==> src/rtl/multi_cycle_controller.sv <==
// Main control FSM for the multi-cycle MIPS core: sequences IF/ID/EX/MEM/WB and
// drives the datapath enables, mux selects and the ALUOp class from state + decode.
module multi_cycle_controller #(
  parameter int unsigned ST_W = 3
) (
  input  logic            clk,
  input  logic            reset,
  input  logic [5:0]      OpCode,
  input  logic [5:0]      Funct,
  output logic [ST_W-1:0] State,
  output logic            PCWrite,
  output logic            PCWriteCond,
  output logic            IorD,
  output logic            MemRead,
  output logic            MemWrite,
  output logic            IRWrite,
  output logic            RegWrite,
  output logic [1:0]      RegDst,
  output logic [1:0]      MemtoReg,
  output logic            ALUSrcA,
  output logic [1:0]      ALUSrcB,
  output logic [1:0]      PCSource,
  output logic [2:0]      ALUOp,
  output logic            InstrDone,
  output logic            IllegalOp
);

  localparam logic [ST_W-1:0] S_IF  = ST_W'(0);
  localparam logic [ST_W-1:0] S_ID  = ST_W'(1);
  localparam logic [ST_W-1:0] S_EX  = ST_W'(2);
  localparam logic [ST_W-1:0] S_MEM = ST_W'(3);
  localparam logic [ST_W-1:0] S_WB  = ST_W'(4);

  localparam logic [5:0] OP_R     = 6'h00;
  localparam logic [5:0] OP_J     = 6'h02;
  localparam logic [5:0] OP_JAL   = 6'h03;
  localparam logic [5:0] OP_BEQ   = 6'h04;
  localparam logic [5:0] OP_ADDI  = 6'h08;
  localparam logic [5:0] OP_ADDIU = 6'h09;
  localparam logic [5:0] OP_SLTI  = 6'h0a;
  localparam logic [5:0] OP_SLTIU = 6'h0b;
  localparam logic [5:0] OP_ANDI  = 6'h0c;
  localparam logic [5:0] OP_LUI   = 6'h0f;
  localparam logic [5:0] OP_LW    = 6'h23;
  localparam logic [5:0] OP_SW    = 6'h2b;

  localparam logic [5:0] FN_SLL  = 6'h00;
  localparam logic [5:0] FN_SRL  = 6'h02;
  localparam logic [5:0] FN_SRA  = 6'h03;
  localparam logic [5:0] FN_JR   = 6'h08;
  localparam logic [5:0] FN_JALR = 6'h09;
  localparam logic [5:0] FN_SLT  = 6'h2a;
  localparam logic [5:0] FN_SLTU = 6'h2b;

  localparam logic [2:0] ALU_ADD = 3'b000;
  localparam logic [2:0] ALU_SUB = 3'b001;
  localparam logic [2:0] ALU_R   = 3'b010;
  localparam logic [2:0] ALU_AND = 3'b011;
  localparam logic [2:0] ALU_SLT = 3'b100;

  logic [ST_W-1:0] state_q;
  logic [ST_W-1:0] state_d;

  logic is_r, is_j, is_jal, is_jr, is_jalr, is_beq, is_lw, is_sw;
  logic is_iarith, is_andi, is_slt_imm;
  logic op_legal, fn_legal, illegal, id_done;

  // Instruction class decode from IR fields
  assign is_r       = (OpCode == OP_R);
  assign is_j       = (OpCode == OP_J);
  assign is_jal     = (OpCode == OP_JAL);
  assign is_beq     = (OpCode == OP_BEQ);
  assign is_lw      = (OpCode == OP_LW);
  assign is_sw      = (OpCode == OP_SW);
  assign is_andi    = (OpCode == OP_ANDI);
  assign is_slt_imm = (OpCode == OP_SLTI) || (OpCode == OP_SLTIU);
  assign is_iarith  = (OpCode == OP_ADDI) || (OpCode == OP_ADDIU) || (OpCode == OP_LUI) ||
                      is_andi || is_slt_imm;
  assign is_jr      = is_r && (Funct == FN_JR);
  assign is_jalr    = is_r && (Funct == FN_JALR);

  assign fn_legal = (Funct == FN_SLL) || (Funct == FN_SRL) || (Funct == FN_SRA) ||
                    (Funct == FN_JR) || (Funct == FN_JALR) || (Funct[5:3] == 3'b100) ||
                    (Funct == FN_SLT) || (Funct == FN_SLTU);
  assign op_legal = is_r || is_j || is_jal || is_beq || is_iarith || is_lw || is_sw;
  assign illegal  = !op_legal || (is_r && !fn_legal);
  assign id_done  = illegal || is_j || is_jal || is_jr || is_jalr;

  assign State = state_q;

  // State register
  always_ff @(posedge clk) begin
    if (reset) state_q <= S_IF;
    else       state_q <= state_d;
  end

  // Next-state logic
  always_comb begin
    state_d = S_IF;
    case (state_q)
      S_IF:  state_d = S_ID;
      S_ID:  state_d = id_done ? S_IF : S_EX;
      S_EX: begin
        if (is_lw || is_sw)          state_d = S_MEM;
        else if (is_r || is_iarith)  state_d = S_WB;
        else                         state_d = S_IF;
      end
      S_MEM: state_d = is_lw ? S_WB : S_IF;
      S_WB:  state_d = S_IF;
      default: state_d = S_IF;
    endcase
  end

  // Output decode; reset and unreachable encodings leave everything at zero
  always_comb begin
    PCWrite     = 1'b0;
    PCWriteCond = 1'b0;
    IorD        = 1'b0;
    MemRead     = 1'b0;
    MemWrite    = 1'b0;
    IRWrite     = 1'b0;
    RegWrite    = 1'b0;
    RegDst      = 2'b00;
    MemtoReg    = 2'b00;
    ALUSrcA     = 1'b0;
    ALUSrcB     = 2'b00;
    PCSource    = 2'b00;
    ALUOp       = ALU_ADD;
    InstrDone   = 1'b0;
    IllegalOp   = 1'b0;
    if (!reset) begin
      case (state_q)
        S_IF: begin
          MemRead = 1'b1;
          IRWrite = 1'b1;
          ALUSrcB = 2'b01;
          PCWrite = 1'b1;
        end
        S_ID: begin
          ALUSrcB = 2'b11;
          if (illegal) begin
            IllegalOp = 1'b1;
            InstrDone = 1'b1;
          end else if (is_j || is_jal) begin
            PCWrite   = 1'b1;
            PCSource  = 2'b10;
            InstrDone = 1'b1;
            if (is_jal) begin
              RegWrite = 1'b1;
              RegDst   = 2'b10;
              MemtoReg = 2'b10;
            end
          end else if (is_jr || is_jalr) begin
            PCWrite   = 1'b1;
            PCSource  = 2'b11;
            InstrDone = 1'b1;
            if (is_jalr) begin
              RegWrite = 1'b1;
              RegDst   = 2'b01;
              MemtoReg = 2'b10;
            end
          end
        end
        S_EX: begin
          ALUSrcA = 1'b1;
          if (is_beq) begin
            ALUOp       = ALU_SUB;
            PCWriteCond = 1'b1;
            PCSource    = 2'b01;
            InstrDone   = 1'b1;
          end else if (is_r) begin
            ALUOp = ALU_R;
          end else if (is_lw || is_sw || is_iarith) begin
            ALUSrcB = 2'b10;
            if (is_andi)         ALUOp = ALU_AND;
            else if (is_slt_imm) ALUOp = ALU_SLT;
          end
        end
        S_MEM: begin
          IorD = 1'b1;
          if (is_lw) begin
            MemRead = 1'b1;
          end else if (is_sw) begin
            MemWrite  = 1'b1;
            InstrDone = 1'b1;
          end
        end
        S_WB: begin
          RegWrite  = 1'b1;
          InstrDone = 1'b1;
          if (is_lw)     MemtoReg = 2'b01;
          else if (is_r) RegDst   = 2'b01;
        end
        default: ;
      endcase
    end
  end

endmodule

==> config.mk <==
export PLATFORM = sky130hd
export DESIGN_NAME = multi_cycle_controller
export DESIGN_NICKNAME = d
export VERILOG_FILES = /design/src/rtl/multi_cycle_controller.sv
export SDC_FILE = /design/constraint.sdc
export NUM_CORES = 1
export LEC_CHECK = 0
export ABC_AREA = 1
export BUFFER_PORTS_ARGS = -buffer_cell sky130_fd_sc_hd__clkbuf_2
export CAP_MARGIN = 15
export CELL_PAD_IN_SITES_DETAIL_PLACEMENT = 0
export CELL_PAD_IN_SITES_GLOBAL_PLACEMENT = 1
export CORE_MARGIN = 2
export CORE_UTILIZATION = 28
export DETAILED_ROUTE_END_ITERATION = 7
export PLACE_DENSITY = 0.94
export SLEW_MARGIN = 20
export SYNTH_ARGS = -nofsm -noshare
export SYNTH_HDL_FRONTEND = slang
export SYNTH_SLANG_ARGS = --single-unit
==> constraint.sdc <==
create_clock -name clk -period 3.2 [get_ports clk]
set_input_delay 0.32 -clock clk [delete_from_list [all_inputs] [get_ports clk]]
set_output_delay 0.32 -clock clk [all_outputs]
set_load 0.02 [all_outputs]
# Yosys cells after proc, flatten, opt, wreduce, memory -nomap -nowiden
# Cells that the tools add are included.
[classes]
eq_ne = 22
n_mux = 73
n_reduce_logical = 36
[op_table]
columns = ["cell", "n"]
rows = [
  ["== test 6 x 4 -> 1 bit (second input constant)", 8],
  ["two-way mux 1 bit", 36],
  ["two-way mux 2 bit", 18],
  ["two-way mux 3 bit", 10],
  ["logical OR 1 bit", 28],
  ["== test 6 x 2 -> 1 bit (second input constant)", 4],
  ["== test 6 bit (second input constant)", 4],
  ["zero test 6 bit", 2],
  ["one-hot mux 2 bit (2 select lines)", 3],
  ["one-hot mux 3 bit (4 select lines)", 1],
  ["== test 3 x 2 -> 1 bit (second input constant)", 2],
  ["== test 3 bit (second input constant)", 2],
  ["== test 6 x 3 -> 1 bit (second input constant)", 1],
  ["one-hot mux 1 bit (2 select lines)", 3],
  ["one-hot mux 2 bit (3 select lines)", 1],
  ["one-hot mux 1 bit (4 select lines)", 1],
  ["== test 3 x 1 -> 1 bit (second input constant)", 1],
  ["logical AND 1 bit", 3],
  ["zero test 3 bit", 1],
  ["zero test 1 bit", 2],
]
[totals]
out_inout_bits = 24
register_bits = 3
word_cells = 132

# Depth between registers and ports, before layout
# Gate-level depths: netlist of the first run.
[depth]
word_depth = 17
ltp_mapped = 9
ltp_nobuf = 9

# Worst setup path before layout of the first run
# OpenSTA, ideal clock, no wires.
[synth_path]
path_type = "register to output"
startpoint = "reg state_q[1] (netlist: State[1])"
endpoint = "out PCWrite"
required_time_ns = 2.880
slack_ns = 1.083
path_buffers = 0
stages_incl_launch_ff = 4
t_arrival_ns = 1.797
cell_sequence = "dfxtp_1 > nor3_1 > nand2_1 > o21ai_0"
[synth_via]
elab_chain_len = 3
word_cells_on_any_way = 4
classes_between = "1 x eq/ne; 2 x mux; 1 x reduce/logical"
[synth_rtl]
columns = ["element", "line", "text"]
rows = [
  ["start, declared", "61", "logic [ST_W-1:0] state_q;"],
  ["start signal, assigned", "94", "else state_q <= state_d;"],
  ["== test 3 x 1 -> 1 bit or zero test 3 bit (tied branches)", "132", "case (state_q)"],
  ["one-hot mux 1 bit (2 select lines) *", "132", ""],
  ["two-way mux 1 bit *", "131", "if (!reset) begin"],
  ["end, declared", "11", "output logic PCWrite,"],
]
# Mark *: on every way between the ends. The rest lies on a longest branch, timed or not.

# Worst setup path after layout of the first run
[layout_path]
startpoint = "reg state_q[1] (netlist: State[1])"
endpoint = "out PCSource[0]"
[layout_via]
elab_chain_len = 3
word_cells_on_any_way = 4
classes_between = "2 x eq/ne; 2 x mux"
[layout_rtl]
columns = ["element", "line", "text"]
rows = [
  ["== test 3 x 2 -> 1 bit or == test 3 x 1 -> 1 bit (tied branches)", "132", ""],
  ["one-hot mux 2 bit (2 select lines) *", "132", ""],
  ["two-way mux 2 bit *", "131", ""],
  ["end, declared", "22", "output logic [1:0] PCSource,"],
]
# Marked as above.

==> results of run 1 <==
cells by family after synthesis:
family                 after synthesis  synth area share (%)
AOI/OAI and AO/OA                   11                  10.9
buffers and inverters               21                  12.3
and+or+nand+nor                     85                  67.4
DFF                                  3                  9.36
synthesized netlist by cell type (all sizes together):
master | number | area, µm²
dfxtp | 3 | 60.1
a21oi | 3 | 18.8
inv | 20 | 75.1
nand3 | 10 | 60.1
nand4 | 10 | 62.6
nor2 | 29 | 145
clkbuf | 1 | 3.75
nand2 | 28 | 113
nor4 | 2 | 12.5
o21ai | 6 | 33.8
o211a | 1 | 10.0
o211ai | 1 | 7.51
nor3 | 6 | 40.0
worst max-delay path, delay by kind of cell (launching register included):
family	cells	cell delay [ps]
buffers and inverters	4	350
DFF	1	440
and+or+nand+nor	5	580
power by group:
| part | total [W] | switching, W | internal (W) |
|---|---|---|---|
| registers | 0.0000417 | 0.00000272 | 0.0000390 |
| logic | 0.0000727 | 0.0000493 | 0.0000233 |
| clock network | 0.0000688 | 0.0000219 | 0.0000469 |
| total | 0.000183 | 0.0000740 | 0.000109 |
through the flow:
| stage | cell area (µm²) | std cells | setup WS, ps |
|---|---|---|---|
| after floorplan | 642 | 120 | 1080 |
| after global placement | 858 | 184 | 1330 |
| after detailed placement | 858 | 184 | 1370 |
| after CTS | 885 | 188 | 1260 |
| after global routing | 885 | 188 | 1130 |
| final | 885 | 188 | 1280 |
per-layer routing:
| metal | GRT usage (%) | part of all wire, % |
|---|---|---|
| met4 | 3.95 | 1.1 |
| met3 | 0.575 | 7.1 |
| met5 | 0 | 0 |
| met2 | 24.9 | 46 |
| met1 | 19.5 | 45 |
layout by cell type, fill, tap and decap left out:
cell	count
nand2_1	25
clkbuf_4	3
clkbuf_1	1
o211a_1	1
o21ai_0	5
inv_2	4
clkbuf_2	37
nor2_8	1
o211ai_1	1
dfxtp_1	3
nor3_1	4
nand3_2	2
nor2_1	20
o21ai_2	1
nor3_2	2
nand3_1	8
inv_1	16
nor4_1	2
nand4_1	10
a21oi_2	1
a21oi_1	2
nand2_2	3
nor2_2	8
final cells by class:
| class | instances | area (µm²) |
|---|---|---|
| fill | 246 | 1310 |
| tap | 28 | 35.0 |
| sequential | 3 | 60.1 |
| inverter | 20 | 75.1 |
| timing repair buffer | 37 | 185 |
| multi-input combinational | 96 | 503 |
| clock buffer | 4 | 26.3 |
final timing paths:
check / from / end / slack, ps / depth (start not counted)
setup / recovery: State[1]$_SDFF_PP0_ / PCSource[0] / 1280 / 9
hold reg to reg: State[0]$_SDFF_PP0_ / State[2]$_SDFF_PP0_ / 630 / 2
hold / removal: reset / State[1]$_SDFF_PP0_ / 430 / 2
setup reg to reg: State[1]$_SDFF_PP0_ / State[2]$_SDFF_PP0_ / 2130 / 4
==> metrics.txt, run 1 <==
outcome=completed; port bufs=37; layout cells sized above 1=38.8%; final hold slack=426 ps; Pleak=a little over 0.5 nW; Pre-Repair DR Iteration Count=4; Clk pin slew, worst setup/hold paths=roughly 40 ps; vias in the first global route=759; post-synthesis sequential area ratio=9.36%; RSZ-0062 raised after global routing=false; ANT cells=0; full die area=2690 µm²; syn avg cell area=5.35 µm²; Pins Over Slew Limit=0; DR iter-0 viols=22; Antenna Nets Post-Route=0; Yosys reg bits=3; NumNets Final=roughly 180; WP data arrival=between 1500 and 2000 ps; Critical Path RT=between 2000 and 3000 ps; max FFs per register=3; Clock Skew=3.10 ps; WL/cell=10.2 µm; Synthesized Nets=about 130; pin count of the biggest net entering global routing=13; row cnt=17; yosys warns=0; Worst Hold Class=primary input to register; initial antenna violation count=0; CTS tree=yes; total grt overflow=0; CTS Buf Count=3; setup bufs post-CTS=0; I/O Pins=38; GRT Total Usage=14.5%; Max Freq=0.521 GHz; Hold-fix buffers, CTS=0; Final Critical Period=1920 ps; final core occ=40.4%; via-per-instance ratio=4.76; Slew @ Worst Pin=275 ps; Die W=51.9 µm; area delta synth->final=37.8%; root buf cell=clkbuf_4; setup tns final=0 ps; most frequent CP cell=nand2_1; worst-path maximum fanout=7; DRC=0; die span in y=51.9 µm; Critical Path Source Type=register; count of maximum capacitance violations=0; critical path endpoint category=output pin; count of cell types in the netlist=21; Worst path max stage delay=440 ps; first-pass GRT wire length=about 3000 µm; Netlist Area Pre-Place=642 µm²; clk_lat worst skew=240 ps; Num Clock Sinks=3; Max IR drop VDD=about 150 µV; number of failing hold endpoints at the final stage=0; clk buf depth=2; Routability Congestion=just over 0.8; Critical Path, Cell by Cell=inv_2 -> nor3_2 -> nand2_1 -> inv_2 -> nand2_1 -> nor2_1 -> inv_1 -> nand2_1 -> clkbuf_2; period utilisation layout=60.0%; Initial Util=29.3%; core box area=2190 µm²; CP max-delay cell=dfxtp_1; Power Total=between 0.00015 and 0.0002 W; CTS-repair resized insts=0; Routed WL=1920 µm; Setup-failing EPs final=0; HPWL Detailed=1650 µm; pwr dens=207 nW/µm²; worst relative slew slack=81.5%; Vias=894; Post-Syn Instances=120; CTS H-tree depth=1; kind of critical path=register to output pin
Power figures use the tool's default switching activity.
==> run 2, diff against run 1 <==
- ABC_AREA: 1 -> 0
- CORE_UTILIZATION: 28 -> 25
- PLACE_DENSITY: 0.94 -> 0.86
- clock period: 3.2 -> 1.7 ns (I/O delays scaled with it)
==> run 2 against run 1 <==
  * The run now ends with negative setup slack left
  * Critical path depth decreased by 3
  * Highest routed layer unchanged
  * Clock power increased by 92%
  * Sequential power increased by 81%
  * Worst hold slack got worse by 130 ps
  * First-iteration DRC count decreased by 4.5%
  * Total power increased by 130%
  * Register-to-register slack got worse by 2200 ps
  * Die area increased by 13%
  * Clock skew decreased by 2.5 ps
  * Flip-flop and latch count unchanged
  * Combinational power increased to 3.0 times the previous value
==> metrics.txt, run 2 <==
outcome=complete, but fails checks; violated checks=negative setup slack; worst-case reg-to-reg path depth=6; Vias=between 900 and 1k; EDFF count, synth=0; Initial Util=about a quarter; Synth async-reset ratio=0%; Critical Path Source Type=register; Worst path max stage delay=550 ps; CTS tree=yes; DR iter-0 viols=21; worst-path maximum fanout=5; Worst Hold Class=primary input to register; pwr dens=335 nW/µm²; count of cell types in the netlist=43; Critical Path RT=1530 ps; Final Critical Period=1900 ps; kind of critical path=register to output pin; final core occ=50.9%; Slew @ Worst Pin=391 ps; WP data arrival=between 1500 and 2000 ps; vias in the first global route=894; period utilisation layout=112%; placed cell area=1030 µm²; area delta synth->final=92.4%; min-delay src=reset; die span in y=55.2 µm; Hold Path End=State[2]$_SDFF_PP0_; I/O Pins=38; worst hold path depth=4; ANT cells=0; critical path endpoint category=output pin; post-synthesis sequential area ratio=9.16%; root buf cell=clkbuf_4; Clock Skew=0.648 ps; Antenna Nets Post-Route=0; RSZ-0062 raised after global routing=true; Setup-failing EPs final=11; Num Clock Sinks=3; core box area=about 2500 µm²; number of failing hold endpoints at the final stage=0; Clk pin slew, worst setup/hold paths=40 ps; Routed WL=2490 µm; most frequent cells in the layout=28 x buf_4, 23 x clkbuf_2, 10 x nor2_1; CTS Buf Count=3; Bufs and invs on worst path=1; Pre-Repair DR Iteration Count=4; Pleak=0.579 nW; port bufs=37; cell area after layout=1260 µm²; Synthesized Nets=around 120; GRT Total Usage=16.4%; count of maximum capacitance violations=0; WL/cell=about 13 µm; row cnt=18; Post-Syn Instances=103; NumNets Final=178; Yosys top cell area share=9.16%; full die area=3050 µm²; reg-to-reg critical path endpoint=State[1]$_SDFF_PP0_; CP max-delay cell=or4b_4; first-pass GRT wire length=about 4000 µm; DRC=0; pin count of the biggest net entering global routing=10; layout cells sized above 1=55.2%; syn avg cell area=around 6.4 µm²; commonest non-fill, non-tap cell in the layout=buf_4; Critical Path, Cell by Cell=or4b_4 -> nor2_4 -> o21ai_4 -> o21ai_2 -> and3_4 -> buf_8; top post-synthesis cells by count=13 x nor2_1, 8 x nand3_1, 7 x inv_1, 7 x nand2_1; Max Freq=0.526 GHz; setup ws final=-202 ps; via-per-instance ratio=between 4 and 5; FF-to-FF Start=State[1]$_SDFF_PP0_; initial antenna violation count=0; most frequent cell after synthesis=nor2_1; Netlist Area Pre-Place=between 600 and 700 µm²; Post-synth top flop=dfxtp_1; worst reg2reg setup slack=-30 ps; worst relative slew slack=73.8%; Routability Congestion=0.826; Area contributors post-synth=dfxtp_1 9.2%, nor2_1 7.4%, nand3_1 6.1%, nand2b_1 4.8%, inv_1 4.0%; Max IR drop VDD=419 µV; max FFs per register=3; Synth area leader=dfxtp_1; clk_lat worst skew=between 200 and 250 ps; Pins Over Slew Limit=0; CTS H-tree depth=1; setup tns final=-1490 ps; Die W=~55 µm; total grt overflow=0; yosys warns=0; CP top delay family=simple AND/OR/NAND/NOR gates; Yosys reg bits=3; HPWL Detailed=roughly 1900 µm; clk buf depth=2
==> run 2: cell count changes after synthesis, moves of 3 or more <==
cell | previous run | this run
nor2b_1 | 0 | 3
nor2_1 | 20 | 13
inv_2 | 4 | 0
a21oi_1 | 2 | 5
or3_1 | 0 | 3
nand2b_1 | 0 | 5
nand2_2 | 3 | 0
nand4_1 | 10 | 0
nand2_1 | 25 | 7
nor3b_1 | 0 | 3
inv_1 | 16 | 7
nor2_2 | 8 | 1
==> run 2: worst max path at each step <==
stage | startpoint | to | slack, ps | cells past startpoint
after floorplan | State[2]$_SDFF_PP0_ | ALUSrcB[1] | -170 | 4
after global placement | State[2]$_SDFF_PP0_ | ALUSrcB[1] | -9 | 5
after detailed placement | State[2]$_SDFF_PP0_ | RegDst[0] | -6 | 6
after CTS | State[1]$_SDFF_PP0_ | RegDst[0] | -240 | 6
after global routing | State[2]$_SDFF_PP0_ | RegDst[0] | -260 | 6
final | State[1]$_SDFF_PP0_ | RegDst[0] | -200 | 6
==> run 2: logic make-up (layout without fill, tap and decap cells) <==
| kind of cell | count (synthesis) | in the layout | share of synthesized area [%] |
|---|---|---|---|
| compound gates | 25 | 25 | 25.0 |
| xor+xnor | 1 | 1 | 1.34 |
| buf+inv | 12 | 72 | 8.97 |
| flops | 3 | 3 | 9.16 |
| mux | 1 | 1 | 1.53 |
| simple gates | 61 | 61 | 54.0 |
==> run 2: layout make-up <==
cell class / instances / area (µm²)
inverter: 7 / 26.3
timing repair buffer: 61 / 467
clock buffer: 4 / 26.3
multi-input combinational: 88 / 638
sequential: 3 / 66.3
tap: 30 / 37.5
fill: 255 / 1220
==> run 2: routing by layer <==
layer	vias to the layer above	wire length [µm]	share of wire [%]	track usage [%]
met5	-	0	0	0
met4	0	10	0.40	2.09
met3	2	120	4.8	3.98
met2	26	1260	51	28.7
met1	436	1100	44	20.6
li1	494	-	-	-
==> run 2: power by group <==
| part | switching, W | internal, W |
|---|---|---|
| logic | 0.000117 | 0.0000977 |
| clock network | 0.0000435 | 0.0000884 |
| registers | 0.00000207 | 0.0000732 |
| total | 0.000163 | 0.000259 |
==> run 2: what timing repair did <==
item	in CTS	in global routing
hold buffers	0	0
pin swaps	3	4
setup endpoints to repair	13	16
setup buffers	2	3
resized for setup	26	26
==> run 2: stage by stage <==
stage | setup slack [ps] | hold WS [ps] | total power (W) | instances
after floorplan | -174 | 338 | 0.000181 | 103
after global placement | -9.49 | 512 | 0.000253 | 184
after detailed placement | -5.91 | 516 | 0.000256 | 184
after CTS | -236 | 282 | 0.000410 | 190
after global routing | -259 | 327 | 0.000451 | 193
final | -202 | 298 | 0.000422 | 193
==> run 2: worst min-delay path, delay by kind of cell <==
| family | cells | cell delay, ps |
|---|---|---|
| buffers and inverters | 1 | 140 |
| and+or+nand+nor | 2 | 140 |
| AOI/OAI and AO/OA | 1 | 40 |
==> run 3, diff against run 2 <==
- REMOVE_ABC_BUFFERS: unset -> 1
==> run 3 against run 2 <==
  * The flow still finishes with violations (negative setup slack)
  * Largest power group unchanged
  * Via count up 7.0%
  * Critical path type unchanged
  * First-iteration DRC count decreased by 19%
  * Fmax down 2.9%
  * Worst setup slack lost 57 ps
  * Sequential share of layout area fell by 0.44 points
  * Register-to-register slack better by 20 ps
  * Non-clock buffer count grew 4
  * Clock power is 7% lower
  * Die area unchanged
  * Clock skew about the same
==> metrics.txt, run 3 (synthesized netlist as in run 2, its figures left out) <==
worst reg2reg setup slack=-10 ps; count of maximum capacitance violations=0; Initial Util=26.5%; violated checks=negative setup slack; CTS tree=yes; number of failing hold endpoints at the final stage=0; reg-to-reg critical path endpoint=State[2]$_SDFF_PP0_; port bufs=37; ANT cells=0; Die W=55.2 µm; cell area after layout=1270 µm²; max FFs per register=3; final hold slack=394 ps; Max Freq=between 0.5 and 0.6 GHz; Max IR drop VDD=~190 µV; worst hold path depth=3; die span in y=55.2 µm; Clock Skew=0.663 ps; total grt overflow=0; CTS H-tree depth=1; pwr dens=322 nW/µm²; first-pass GRT wire length=4330 µm; pin count of the biggest net entering global routing=11; DR iter-0 viols=17; worst relative slew slack=between 70% and 80%; DRC=0; Pleak=0.587 nW; Critical Path, Cell by Cell=or4b_4 -> nor2_4 -> o21ai_4 -> o21ai_2 -> and3_4 -> buf_8; GRT Total Usage=16.6%; Worst Hold Class=primary input to register; Final Critical Period=1960 ps; commonest non-fill, non-tap cell in the layout=buf_4; NumNets Final=182; Worst path max stage delay=550 ps; placed cell area=963 µm²; Pre-Repair DR Iteration Count=4; vias in the first global route=1045; CP max-delay cell=or4b_4; Slew @ Worst Pin=between 300 and 400 ps; min-delay src=OpCode[2]; row cnt=18; I/O Pins=38; layout cells sized above 1=55.7%; Clk pin slew, worst setup/hold paths=40 ps; WP data arrival=around 1800 ps; period utilisation layout=115%; core box area=2480 µm²; outcome=complete, but fails checks; Critical Path RT=1530 ps; WL/cell=14.0 µm; Vias=1025; full die area=3050 µm²; critical path endpoint category=output pin; HPWL Detailed=1850 µm; area delta synth->final=94.1%; worst-path maximum fanout=5; Antenna Nets Post-Route=0; clk_lat worst skew=230 ps; root buf cell=clkbuf_4; RSZ-0062 raised after global routing=true; worst-case reg-to-reg path depth=11; setup ws final=-259 ps; Routability Congestion=0.835; initial antenna violation count=0; CTS Buf Count=3; Num Clock Sinks=3; Critical Path Source Type=register; most frequent cells in the layout=32 x buf_4, 22 x clkbuf_2, 12 x nor2_1; Hold Path End=State[1]$_SDFF_PP0_; final core occ=between 50% and 60%; Setup-failing EPs final=9; setup tns final=-1320 ps; Pins Over Slew Limit=0; clk buf depth=2; Routed WL=2760 µm; FF-to-FF Start=State[1]$_SDFF_PP0_; kind of critical path=register to output pin; via-per-instance ratio=5.20
==> run 3: worst max path at each step <==
stage / from / to / depth (start not counted)
final: State[1]$_SDFF_PP0_ / RegDst[0] / 6
after global routing: State[1]$_SDFF_PP0_ / RegDst[0] / 6
after CTS: State[1]$_SDFF_PP0_ / RegDst[0] / 6
after detailed placement: State[2]$_SDFF_PP0_ / RegDst[0] / 6
after global placement: State[1]$_SDFF_PP0_ / RegDst[0] / 6
after floorplan: State[0]$_SDFF_PP0_ / PCWrite / 5
==> run 3: cell type report <==
type	instances	area (µm²)
Tap cell	30	37.5
Timing Repair Buffer	65	484
Clock buffer	4	26.3
Fill cell	260	1200
Multi-Input combinational cell	88	637
Inverter	7	26.3
Sequential cell	3	61.3
==> run 3: critical path: cells and delay by family, from the launching register on <==
| kind | cells | cell delay, ps |
|---|---|---|
| AOI/OAI and AO/OA | 2 | 230 |
| buffers and inverters | 1 | 110 |
| DFF | 1 | 300 |
| and+or+nand+nor | 3 | 910 |
==> run 3: stage by stage <==
stage                     setup WS, ps  power [W]  std cells
after floorplan                   -254   0.000159         98
after global placement            22.5   0.000245        179
after detailed placement          3.15   0.000248        179
after CTS                         -229   0.000396        195
after global routing              -312   0.000439        197
final                             -259   0.000410        197
==> run 3: power breakdown <==
group / total (W) / switching (W) / internal, W
combinational: 0.000212 / 0.000119 / 0.0000931
sequential: 0.0000744 / 0.00000108 / 0.0000733
clock: 0.000123 / 0.0000356 / 0.0000879
==> run 3: per-layer routing <==
metal  wire length, µm  global-route usage (%)  part of all wire, %  up-vias
met5                 0                       0                    0        -
met4                37                    6.97                  1.3        0
met3               126                   0.703                  4.6        4
met2              1540                    31.5                   56       41
met1              1050                    19.0                   38      473
li1                  -                       -                    -      507
==> run 3: what timing repair did <==
action	4_1_cts	5_1_grt
gates resized for setup	22	32
pin swaps	6	6
hold buffers	0	0
endpoints found under the setup margin	13	18
buffers inserted	12	2
